## config.mk

```make
export PLATFORM = sky130hd
export DESIGN_NAME = alu_exec
export DESIGN_NICKNAME = d
export VERILOG_FILES = /design/src/rtl/alu_pkg.sv /design/src/rtl/alu_core.sv /design/src/rtl/alu_exec.sv
export SDC_FILE = /design/constraint.sdc
export NUM_CORES = 1
export LEC_CHECK = 0
export ABC_AREA = 1
export ABC_CLOCK_PERIOD_IN_PS = 3000
export CAP_MARGIN = 10
export CORE_MARGIN = 2
export CORE_UTILIZATION = 54
export DETAILED_ROUTE_END_ITERATION = 12
export GPL_TIMING_DRIVEN = 0
export PLACE_DENSITY = 0.9
export SKIP_CTS_REPAIR_TIMING = 1
export SYNTH_ARGS = -nofsm -noshare
export SYNTH_HDL_FRONTEND = slang
export SYNTH_SLANG_ARGS = --single-unit
```

## constraint.sdc

```tcl
create_clock -name clk -period 3 [get_ports clk]
set_input_delay 0.9 -clock clk [delete_from_list [all_inputs] [get_ports clk]]
set_output_delay 0.9 -clock clk [all_outputs]
set_load 0.02 [all_outputs]
```

## src/rtl/alu_pkg.sv

```systemverilog
// Shared ALU definitions: Op encodings, result flag bundle and the legal-op
// helper used by both the datapath and the ALU control decoder.
package alu_pkg;

  localparam logic [4:0] OP_ROL  = 5'b00000;
  localparam logic [4:0] OP_SLL  = 5'b00001;
  localparam logic [4:0] OP_SRL  = 5'b00011;
  localparam logic [4:0] OP_ADD  = 5'b00100;
  localparam logic [4:0] OP_XOR  = 5'b00110;
  localparam logic [4:0] OP_AND  = 5'b00111;
  localparam logic [4:0] OP_ROR  = 5'b01000;
  localparam logic [4:0] OP_BREV = 5'b01001;
  localparam logic [4:0] OP_SEQ  = 5'b01010;
  localparam logic [4:0] OP_SLT  = 5'b01011;
  localparam logic [4:0] OP_SLE  = 5'b01100;
  localparam logic [4:0] OP_SCO  = 5'b01101;
  localparam logic [4:0] OP_PACK = 5'b10000;

  typedef struct packed {
    logic ofl;
    logic zero;
    logic err;
  } alu_flags_t;

  function automatic logic op_legal(input logic [4:0] op);
    case (op)
      OP_ROL, OP_SLL, OP_SRL, OP_ADD, OP_XOR, OP_AND, OP_ROR,
      OP_BREV, OP_SEQ, OP_SLT, OP_SLE, OP_SCO, OP_PACK: return 1'b1;
      default: return 1'b0;
    endcase
  endfunction

endpackage

```

## src/rtl/alu_core.sv

```systemverilog
// Combinational ALU result and flags for one operation.
// ALU_OP_CHECK_EN: when defined, unknown Op codes raise err.
module alu_core
  import alu_pkg::*;
#(
  parameter int WIDTH = 16
) (
  input  logic [WIDTH-1:0] a,
  input  logic [WIDTH-1:0] b,
  input  logic [4:0]       op,
  input  logic             cin,
  input  logic             inv_a,
  input  logic             inv_b,
  input  logic             sign,
  output logic [WIDTH-1:0] out,
  output alu_flags_t       flags
);

  localparam int SHW = $clog2(WIDTH);

  logic [WIDTH-1:0] ain;
  logic [WIDTH-1:0] bin;
  logic [WIDTH:0]   sum;
  logic [SHW-1:0]   sh;
  logic [SHW-1:0]   idx_l;
  logic [SHW-1:0]   idx_r;
  logic [WIDTH-1:0] rol;
  logic [WIDTH-1:0] ror;
  logic [WIDTH-1:0] brev;
  logic             sco;
  logic             slt;
  logic             sle;

  always_comb begin
    ain   = inv_a ? ~a : a;
    bin   = inv_b ? ~b : b;
    sum   = {1'b0, ain} + {1'b0, bin} + {{WIDTH{1'b0}}, cin};
    sh    = b[SHW-1:0];
    rol   = '0;
    ror   = '0;
    brev  = '0;
    idx_l = '0;
    idx_r = '0;
    // Power-of-two width lets the index wrap naturally for rotates.
    for (int i = 0; i < WIDTH; i++) begin
      idx_l   = SHW'(i) - sh;
      idx_r   = SHW'(i) + sh;
      rol[i]  = a[idx_l];
      ror[i]  = a[idx_r];
      brev[i] = a[WIDTH-1-i];
    end
    sco = ({1'b0, a} + {1'b0, b} + {{WIDTH{1'b0}}, cin}) > {1'b0, {WIDTH{1'b1}}};
    slt = $signed(a) < $signed(b);
    sle = $signed(a) <= $signed(b);
  end

  always_comb begin
    out   = '0;
    flags = '0;
    case (op)
      OP_ADD: begin
        out       = sum[WIDTH-1:0];
        flags.ofl = sign ? ((ain[WIDTH-1] == bin[WIDTH-1]) && (sum[WIDTH-1] != ain[WIDTH-1]))
                         : sum[WIDTH];
      end
      OP_XOR:  out = ain ^ bin;
      OP_AND:  out = ain & bin;
      OP_BREV: out = brev;
      OP_ROL:  out = rol;
      OP_SLL:  out = a << sh;
      OP_ROR:  out = ror;
      OP_SRL:  out = a >> sh;
      OP_SEQ:  out = {{(WIDTH-1){1'b0}}, (a == b)};
      OP_SLT:  out = {{(WIDTH-1){1'b0}}, slt};
      OP_SLE:  out = {{(WIDTH-1){1'b0}}, sle};
      OP_SCO:  out = {{(WIDTH-1){1'b0}}, sco};
      OP_PACK: out = {a[WIDTH/2-1:0], b[WIDTH/2-1:0]};
      default: out = '0;
    endcase
`ifdef ALU_OP_CHECK_EN
    flags.err = !op_legal(op);
`else
    flags.err = 1'b0;
`endif
    flags.zero = (out == '0);
  end

endmodule

```

## src/rtl/alu_exec.sv

```systemverilog
// Two-stage pipelined ALU execute block: S1 holds accepted operands, S2 the result.
// ALU_OP_CHECK_EN (see alu_core) enables err/err_sticky on unknown Op codes.
module alu_exec
  import alu_pkg::*;
#(
  parameter int WIDTH = 16
) (
  input  logic             clk,
  input  logic             rst,
  input  logic             in_valid,
  output logic             in_ready,
  input  logic [WIDTH-1:0] A,
  input  logic [WIDTH-1:0] B,
  input  logic [4:0]       Op,
  input  logic             Cin,
  input  logic             invA,
  input  logic             invB,
  input  logic             sign,
  output logic             out_valid,
  input  logic             out_ready,
  output logic [WIDTH-1:0] Out,
  output logic             Ofl,
  output logic             Zero,
  output logic             err,
  output logic             err_sticky
);

  logic             s1_valid;
  logic [WIDTH-1:0] s1_a;
  logic [WIDTH-1:0] s1_b;
  logic [4:0]       s1_op;
  logic             s1_cin;
  logic             s1_inv_a;
  logic             s1_inv_b;
  logic             s1_sign;
  logic             s1_adv;
  logic [WIDTH-1:0] core_out;
  alu_flags_t       core_flags;

  // Valid/ready: a transfer happens on a rising edge where valid and ready are
  // both high; a stalled result holds its data until out_ready rises.
  assign s1_adv   = !out_valid || out_ready;
  assign in_ready = !s1_valid || s1_adv;

  alu_core #(.WIDTH(WIDTH)) u_core (
    .a     (s1_a),
    .b     (s1_b),
    .op    (s1_op),
    .cin   (s1_cin),
    .inv_a (s1_inv_a),
    .inv_b (s1_inv_b),
    .sign  (s1_sign),
    .out   (core_out),
    .flags (core_flags)
  );

  always_ff @(posedge clk) begin
    if (rst) begin
      s1_valid   <= 1'b0;
      out_valid  <= 1'b0;
      Out        <= '0;
      Ofl        <= 1'b0;
      Zero       <= 1'b0;
      err        <= 1'b0;
      err_sticky <= 1'b0;
    end else begin
      if (in_ready) begin
        s1_valid <= in_valid;
        if (in_valid) begin
          s1_a     <= A;
          s1_b     <= B;
          s1_op    <= Op;
          s1_cin   <= Cin;
          s1_inv_a <= invA;
          s1_inv_b <= invB;
          s1_sign  <= sign;
        end
      end
      if (s1_adv) begin
        out_valid <= s1_valid;
        if (s1_valid) begin
          Out  <= core_out;
          Ofl  <= core_flags.ofl;
          Zero <= core_flags.zero;
          err  <= core_flags.err;
        end
      end
      if (out_valid && out_ready && err) begin
        err_sticky <= 1'b1;
      end
    end
  end

endmodule

```

; ---- Word level (Yosys, flattened, before mapping)
; Index checks and enable logic that the tools add are counted.
[word_totals]
ff_bits = 61
out_inout_bits = 22
elab_cells = 182
in_bits = 45
[op_classes]
n_shift = 2
n_mux = 69
order_cmp = 35
reduce_logical = 9
eq_ne = 15
addsub = 35
bitwise_logic = 5
[op_table]
columns = op, count
row1 = $pmux W16 S13, 1
row2 = $lt A4 B5 Y1 const B, 32
row3 = $bmux W1 S4, 32
row4 = $add A16 B16 Y17, 2
row5 = $add A17 B1 Y17, 2
row6 = $mux W1, 34
row7 = $add A4 B4 Y4 const A, 8
row8 = $mux W16, 2
row9 = $not A16 Y16, 2
row10 = $sub A4 B4 Y4 const A, 8
row11 = $eq A5 B4 Y1 const B, 6
row12 = $gt A17 B16 Y1 const B, 1
row13 = $add A3 B4 Y4 const A, 4
row14 = $and A16 B16 Y16, 1
row15 = $eq A16 B16 Y1, 1
row16 = $le A16 B16 Y1, 1
row17 = $logic_not A16 Y1, 1
row18 = $lt A16 B16 Y1, 1
row19 = $shl A16 B4 Y16, 1
row20 = $shr A16 B4 Y16, 1
row21 = $sub A3 B4 Y4 const A, 4
row22 = $xor A16 B16 Y16, 1
row23 = $eq A5 B3 Y1 const B, 3
row24 = $add A2 B4 Y4 const A, 2
row25 = other kinds (15), 19

; ---- Logic depth before layout (Yosys ltp)
[depth]
depth_word = 8
mapped_depth = 21
depth_no_buf = 18

; ---- Cells and area by module
; From an unflattened synthesis, not the netlist that was laid out.
[hier_totals]
hier_cells = 1305
hier_area_um2 = 7955.1
[by_module_without_submodules]
columns = mod, n_inst, cells_per_inst, area_per_inst_um2, seq_area_each_um2
row1 = alu_core, 1, 1124, 5769.3, 0.0
row2 = alu_exec, 1, 181, 2185.8, 1671.6

; ---- Worst setup path before layout
; No wires, ideal clock.
[synth_path]
kind = register -> register
startpoint = register s1_inv_b
endpoint = register Zero
synth_period_minus_slack_ps = 3079
path_slack_ps = -79
required_ps = 2929
arrival_time_ps = 3009
stages_incl_launch_ff = 18
setup_time_ps = 71
n_path_buf = 2
cell_sequence = edfxtp_1 -> clkbuf_1 -> buf_1 -> xor2_1 -> fa_1 -> inv_1 -> fa_1 -> o21ai_0 -> nand2_1 -> nand2_1 -> nand2_1 -> nand3_1 -> nand4_1 -> nor2_1 -> nand2_1 -> nor2_1 -> nand4_1 -> a21oi_1
[synth_between]
elab_chain_len = 5
word_cells_on_any_way = 7
cone_classes = 2 x add/sub / 2 x mux / 2 x bitwise / 1 x reduce/logical
[synth_rtl]
columns = element, line_no
row1 = from (decl), alu_exec.sv:34  ; logic s1_inv_b;
row2 = from (signal assigned), alu_exec.sv:75  ; s1_inv_b <= invB;
row3 = $mux W16 *, alu_core.sv:36  ; bin = inv_b ? ~b : b;
row4 = $add A16 B16 Y17, alu_core.sv:37  ; sum = {1'b0, ain} + {1'b0, bin} + {{WIDTH{1'b0}}, cin};
row5 = $add A17 B1 Y17, alu_core.sv:37
row6 = $pmux W16 S13 *, alu_core.sv:60  ; case (op)
row7 = $logic_not A16 Y1 *, alu_core.sv:85  ; flags.zero = (out == '0);
row8 = to (signal assigned), alu_exec.sv:84  ; Zero <= core_flags.zero;
row9 = to (decl), alu_exec.sv:23  ; output logic Zero,
; Every way passes the cells marked *; elsewhere a longest branch is shown, timed or not.
; A chain may end at the register's enable or synchronous reset.

; ---- Worst setup path after layout
[layout_path]
startpoint = register s1_b[0]
endpoint = register Ofl
[layout_between]
elab_chain_len = 8
[layout_rtl]
columns = element, line_no
row1 = from (decl), alu_exec.sv:30  ; logic [WIDTH-1:0] s1_b;
row2 = from (signal assigned), alu_exec.sv:71  ; s1_b <= B;
row3 = $not A16 Y16, alu_core.sv:36
row4 = $mux W16 *, alu_core.sv:36
row5 = $add A16 B16 Y17 *, alu_core.sv:37
row6 = $add A17 B1 Y17 *, alu_core.sv:37
row7 = $ne A1 B1 Y1, alu_core.sv:63  ; flags.ofl = sign ? ((ain[WIDTH-1] == bin[WIDTH-1]) && (sum[WIDTH-1] != ain[WIDTH-1]))
row8 = $logic_and A1 B1 Y1, alu_core.sv:63
row9 = $mux W1 *, alu_core.sv:63
row10 = $mux W1 *, alu_core.sv:60
row11 = to (signal assigned), alu_exec.sv:83  ; Ofl <= core_flags.ofl;
row12 = to (decl), alu_exec.sv:22  ; output logic Ofl,
; Marks and branches as above.

==> flow_summary.rst <==
.. list-table::
   :header-rows: 1

   * - Metric
     - Value
   * - Fillcell total
     - between 1k and 1.5k
   * - Register-to-Register Path Depth
     - 14
   * - Horizontal die dimension
     - between 100 and 150 um
   * - Sequential Power Share
     - ~30%
   * - Start point of the worst min-delay path
     - Zero$_SDFFE_PP0P_
   * - Sw power
     - approximately 0.0013 W
   * - Measured slew at the worst slew-check pin
     - between 0.8 and 0.9 ns
   * - Quantity of I/O buffers inserted on ports
     - 63
   * - Async S/R FF share, synth
     - 0%
   * - Final hold slack
     - 0.465 ns
   * - Peak fanout along the critical path
     - 7
   * - Number of pins with negative max-slew slack in the final report
     - 0
   * - RSZ-0062 raised after global routing
     - true
   * - Count of boundary I/O pins
     - 67
   * - Detailed router's first-iteration violation count
     - between 1k and 1.5k
   * - Via-to-Cell Ratio
     - between 6 and 7
   * - Period utilization
     - 102%
   * - CTS tree
     - done
   * - Antenna cell count
     - 0
   * - Startpoint class of the critical path
     - flip-flop
   * - Source of the worst register-to-register timing path
     - s1_b[0]$_DFFE_PP_
   * - Number of buffers between clock root and the deepest sink
     - 2
   * - Hold Vio Cnt, Final
     - 0
   * - Drt total wl
     - approximately 33 mm
   * - Endpoint class of the critical path
     - flip-flop
   * - Number of cells on the worst hold path
     - 2
   * - Type of the most critical hold path
     - reg -> reg
   * - Final setup violating endpoints
     - 2
   * - Internal power of the cells
     - about 0.0021 W
   * - Sw Share
     - about 37%
   * - Die outline height
     - between 100 and 150 um
   * - WL/cell
     - ~21 um
   * - Endpoint of the most critical register-to-register path
     - Ofl$_SDFFE_PP0P_
   * - Core Footprint
     - ~14000 um^2
   * - End point of the most critical hold path
     - Zero$_SDFFE_PP0P_
   * - Netlist Area Pre-Place
     - 7540 um^2
   * - Status
     - finished, violations left
   * - Max capacitance violation total
     - 0
   * - Post-synthesis sequential element count
     - 61
   * - Final nets
     - between 1k and 1.5k
   * - Post-synth cell types
     - 46
   * - Cell count after synthesis
     - approximately 1.2k
   * - Number of enable flip-flop cells after synthesis
     - a little over 40
   * - Worst-case register-to-register setup slack
     - -0.07 ns
   * - Power share of the combinational group
     - between 30% and 40%
   * - Total GRT Usage
     - roughly 43%
   * - Peak Freq
     - between 0.3 and 0.4 GHz
   * - CP Data Required Time
     - roughly 3.2 ns
   * - Vias in the first global route
     - approximately 8.5k
   * - Maximum number of pins on one net before global-route repair
     - 29
   * - Pwr per Cell Area
     - roughly 360 nW/um^2
   * - Sum of net half-perimeters after detailed placement
     - around 25 mm
   * - Shortest period the worst path allows
     - approximately 3.1 ns
   * - Total CTS buffers
     - 9
   * - Violated checks
     - setup timing
   * - Post-Syn Area per Cell
     - 6.11 um^2
   * - Rel. slew slack
     - 45.3%
   * - Total number of vias
     - roughly 9.4k
   * - Number of optimization iterations in the first detailed-route pass
     - 6
   * - Number of rows created at floorplan
     - 43
   * - Area growth syn-to-layout
     - 23.7%
   * - Minimum setup slack in the final design
     - -0.0749 ns
   * - H-Tree Level Count
     - 3
   * - Register area share after synthesis
     - between 20% and 30%
   * - Antenna violation net count after detailed routing
     - 0
   * - Overflow left after global routing
     - 0
   * - Initial Util
     - between 50% and 60%
   * - Total negative setup slack
     - -0.114 ns
   * - Portion of synthesized cell area occupied by the leading cell type
     - between 10% and 20%
   * - Dpl ws
     - -0.692 ns
   * - Class of the most critical setup path
     - reg -> reg
   * - Reg clk slew, reported paths
     - 0.06 ns
   * - First-pass GRT wire length
     - between 40 and 50 mm
   * - Fraction of power consumed by the clock network
     - 34.5%
   * - Skew-Pair Late Insertion Delay
     - about 0.35 ns
   * - Number of antenna violations at the first check in global routing
     - 1
   * - Remaining design rule violation count
     - 0
   * - Leading area contributor after synthesis
     - sky130_fd_sc_hd__nand2_1
   * - Clk root buf
     - sky130_fd_sc_hd__clkbuf_16
   * - Layout cells sized above 1
     - 12.1%
   * - GP Congestion
     - 1.08
   * - Cell leakage power
     - ~4.6 nW
   * - Arrival time of the worst setup path
     - approximately 3.3 ns
   * - Synth Flop Type
     - sky130_fd_sc_hd__edfxtp_1
   * - Area of the die
     - around 15000 um^2
   * - Biggest area contributors in the synthesized netlist
     - sky130_fd_sc_hd__nand2_1 19%, sky130_fd_sc_hd__nand3_1 18%, sky130_fd_sc_hd__edfxtp_1 16%
   * - Worst ir drop on vdd
     - 372 uV
   * - Warnings from Yosys
     - 0
   * - TritonCTS sink count
     - 61
   * - Setup skew after layout
     - ~0.007 ns
-- metrics by stage --
| step | instance area, um^2 | power [W] | instances | utilization [%] |
|---|---|---|---|---|
| 2_1_floorplan | 7550 | 0.00171 | 1235 | - |
| 3_3_place_gp | 8400 | 0.00204 | 1478 | 61.0 |
| 3_5_place_dp | 8430 | 0.00207 | 1479 | 61.2 |
| 4_1_cts | 8750 | 0.00323 | 1495 | 63.6 |
| 5_1_grt | 9330 | 0.00352 | 1522 | 67.7 |
| 6_report | 9330 | 0.00339 | 1522 | 67.7 |
-- layout by cell type, fill, tap and decap left out, drive strengths merged, types with 5 or more instances in the layout --
cell and count:
clkinv 5, edfxtp 41, a21oi 42, ha 53, nor2 111, buf 63
o21ai 44, inv 126, clkbuf 15, nand2 379, clkdlybuf4s50 62, xor2 40
dfxtp 20, nand4 19, nand3 278
-- cells by family (layout without fill, tap and decap cells) --
kind of cell	Yosys count	in the layout	share of synthesized area, %
adder cells (fa/ha/maj)	57	57	9.85
AO/OA/AOI/OAI	105	105	7.75
XOR/XNOR	44	44	5.41
buffers and inverters	168	275	9.46
AND/OR/NAND/NOR	798	798	45.9
other	1	2	0.0497
flip-flops	61	61	21.6
-- worst max-delay path by stage --
stage,from,to,slack [ns],depth (start not counted)
2_1_floorplan,s1_inv_b$_DFFE_PP_,Zero$_SDFFE_PP0P_,0.09,17
3_3_place_gp,s1_inv_b$_DFFE_PP_,Zero$_SDFFE_PP0P_,-0.62,17
3_5_place_dp,s1_inv_a$_DFFE_PP_,Ofl$_SDFFE_PP0P_,-0.69,14
4_1_cts,s1_inv_b$_DFFE_PP_,Zero$_SDFFE_PP0P_,-0.70,17
5_1_grt,s1_b[3]$_DFFE_PP_,Zero$_SDFFE_PP0P_,-0.14,21
6_report,s1_b[0]$_DFFE_PP_,Ofl$_SDFFE_PP0P_,-0.07,14
-- routing by layer --
layer | wire [um] | global-route usage (%) | vias up
met5 | 13 | 0 | -
met3 | 3940 | 11.5 | 183
met4 | 2590 | 30.6 | 2
met1 | 11700 | 52.0 | 4214
met2 | 14400 | 67.2 | 710
li1 | - | - | 4291
-- cell usage after synthesis, types with 2 or more instances --
library cell               number
sky130_fd_sc_hd__edfxtp_1      41
sky130_fd_sc_hd__o21ai_0       40
sky130_fd_sc_hd__nand4_1       19
sky130_fd_sc_hd__clkbuf_1       8
sky130_fd_sc_hd__o21ai_1        3
sky130_fd_sc_hd__xor2_2         2
sky130_fd_sc_hd__fa_1           4
sky130_fd_sc_hd__xnor2_1        3
sky130_fd_sc_hd__buf_1          2
sky130_fd_sc_hd__nand3b_1       4
sky130_fd_sc_hd__nor2_2         4
sky130_fd_sc_hd__nand2_2        5
sky130_fd_sc_hd__inv_1        114
sky130_fd_sc_hd__o22ai_1        3
sky130_fd_sc_hd__buf_2         19
sky130_fd_sc_hd__a21oi_1       41
sky130_fd_sc_hd__nor2_1       106
sky130_fd_sc_hd__and2_1         2
sky130_fd_sc_hd__ha_1          53
sky130_fd_sc_hd__a21boi_0       3
sky130_fd_sc_hd__a21o_1         2
sky130_fd_sc_hd__nand3_1      276
sky130_fd_sc_hd__clkinv_1       2
sky130_fd_sc_hd__inv_2         10
sky130_fd_sc_hd__nor3_1         4
sky130_fd_sc_hd__nand3_2        2
sky130_fd_sc_hd__xor2_1        38
sky130_fd_sc_hd__buf_6          3
sky130_fd_sc_hd__dfxtp_1       20
sky130_fd_sc_hd__o211ai_1       3
sky130_fd_sc_hd__a31oi_1        2
sky130_fd_sc_hd__buf_4          9
sky130_fd_sc_hd__nand2_1      374
-- worst max-delay path, cell delays in order, from the launching register on --
cell and delay (ns):
sky130_fd_sc_hd__edfxtp_1 0.51, sky130_fd_sc_hd__buf_12 0.20, sky130_fd_sc_hd__xor2_4 0.18, sky130_fd_sc_hd__fa_2 0.45, sky130_fd_sc_hd__inv_2 0.08, sky130_fd_sc_hd__fa_2 0.26
sky130_fd_sc_hd__inv_2 0.07, sky130_fd_sc_hd__nand2_1 0.08, sky130_fd_sc_hd__nand3_2 0.11, sky130_fd_sc_hd__nand3_2 0.10, sky130_fd_sc_hd__nand2_1 0.07, sky130_fd_sc_hd__nand2_2 0.08
sky130_fd_sc_hd__a21oi_1 0.06, sky130_fd_sc_hd__o311ai_1 0.54, sky130_fd_sc_hd__a21oi_1 0.13
-- state kept, by name, indices dropped and copies added (netlist names) --
signal     count
s1_sign        1
out_valid      1
s1_inv_a       1
s1_valid       1
s1_b          16
s1_inv_b       1
s1_a          16
Out           16
s1_op          5
Zero           1
Ofl            1
s1_cin         1
-- layout make-up --
cell class                      instances  area [um^2]  area share [%]
Buffer                                 37          297            3.18
Clock buffer                            9          225            2.41
Clock inverter                          7         98.8            1.06
Inverter                              127          487            5.22
Multi-Input combinational cell       1006         5470            58.6
Sequential cell                        61         1630            17.5
Tap cell                              180          225            2.41
Timing Repair Buffer                   95          897            9.62
-- power groups by stage --
stage          Sequential [W]  Clock [W]  Combinational, W
2_1_floorplan         0.00102          0          0.000691
3_3_place_gp          0.00102          0           0.00102
6_report              0.00101    0.00117           0.00121
4_1_cts               0.00100    0.00117           0.00105
5_1_grt               0.00101    0.00120           0.00130
3_5_place_dp          0.00102          0           0.00104
(Power assumes the default switching activity.)
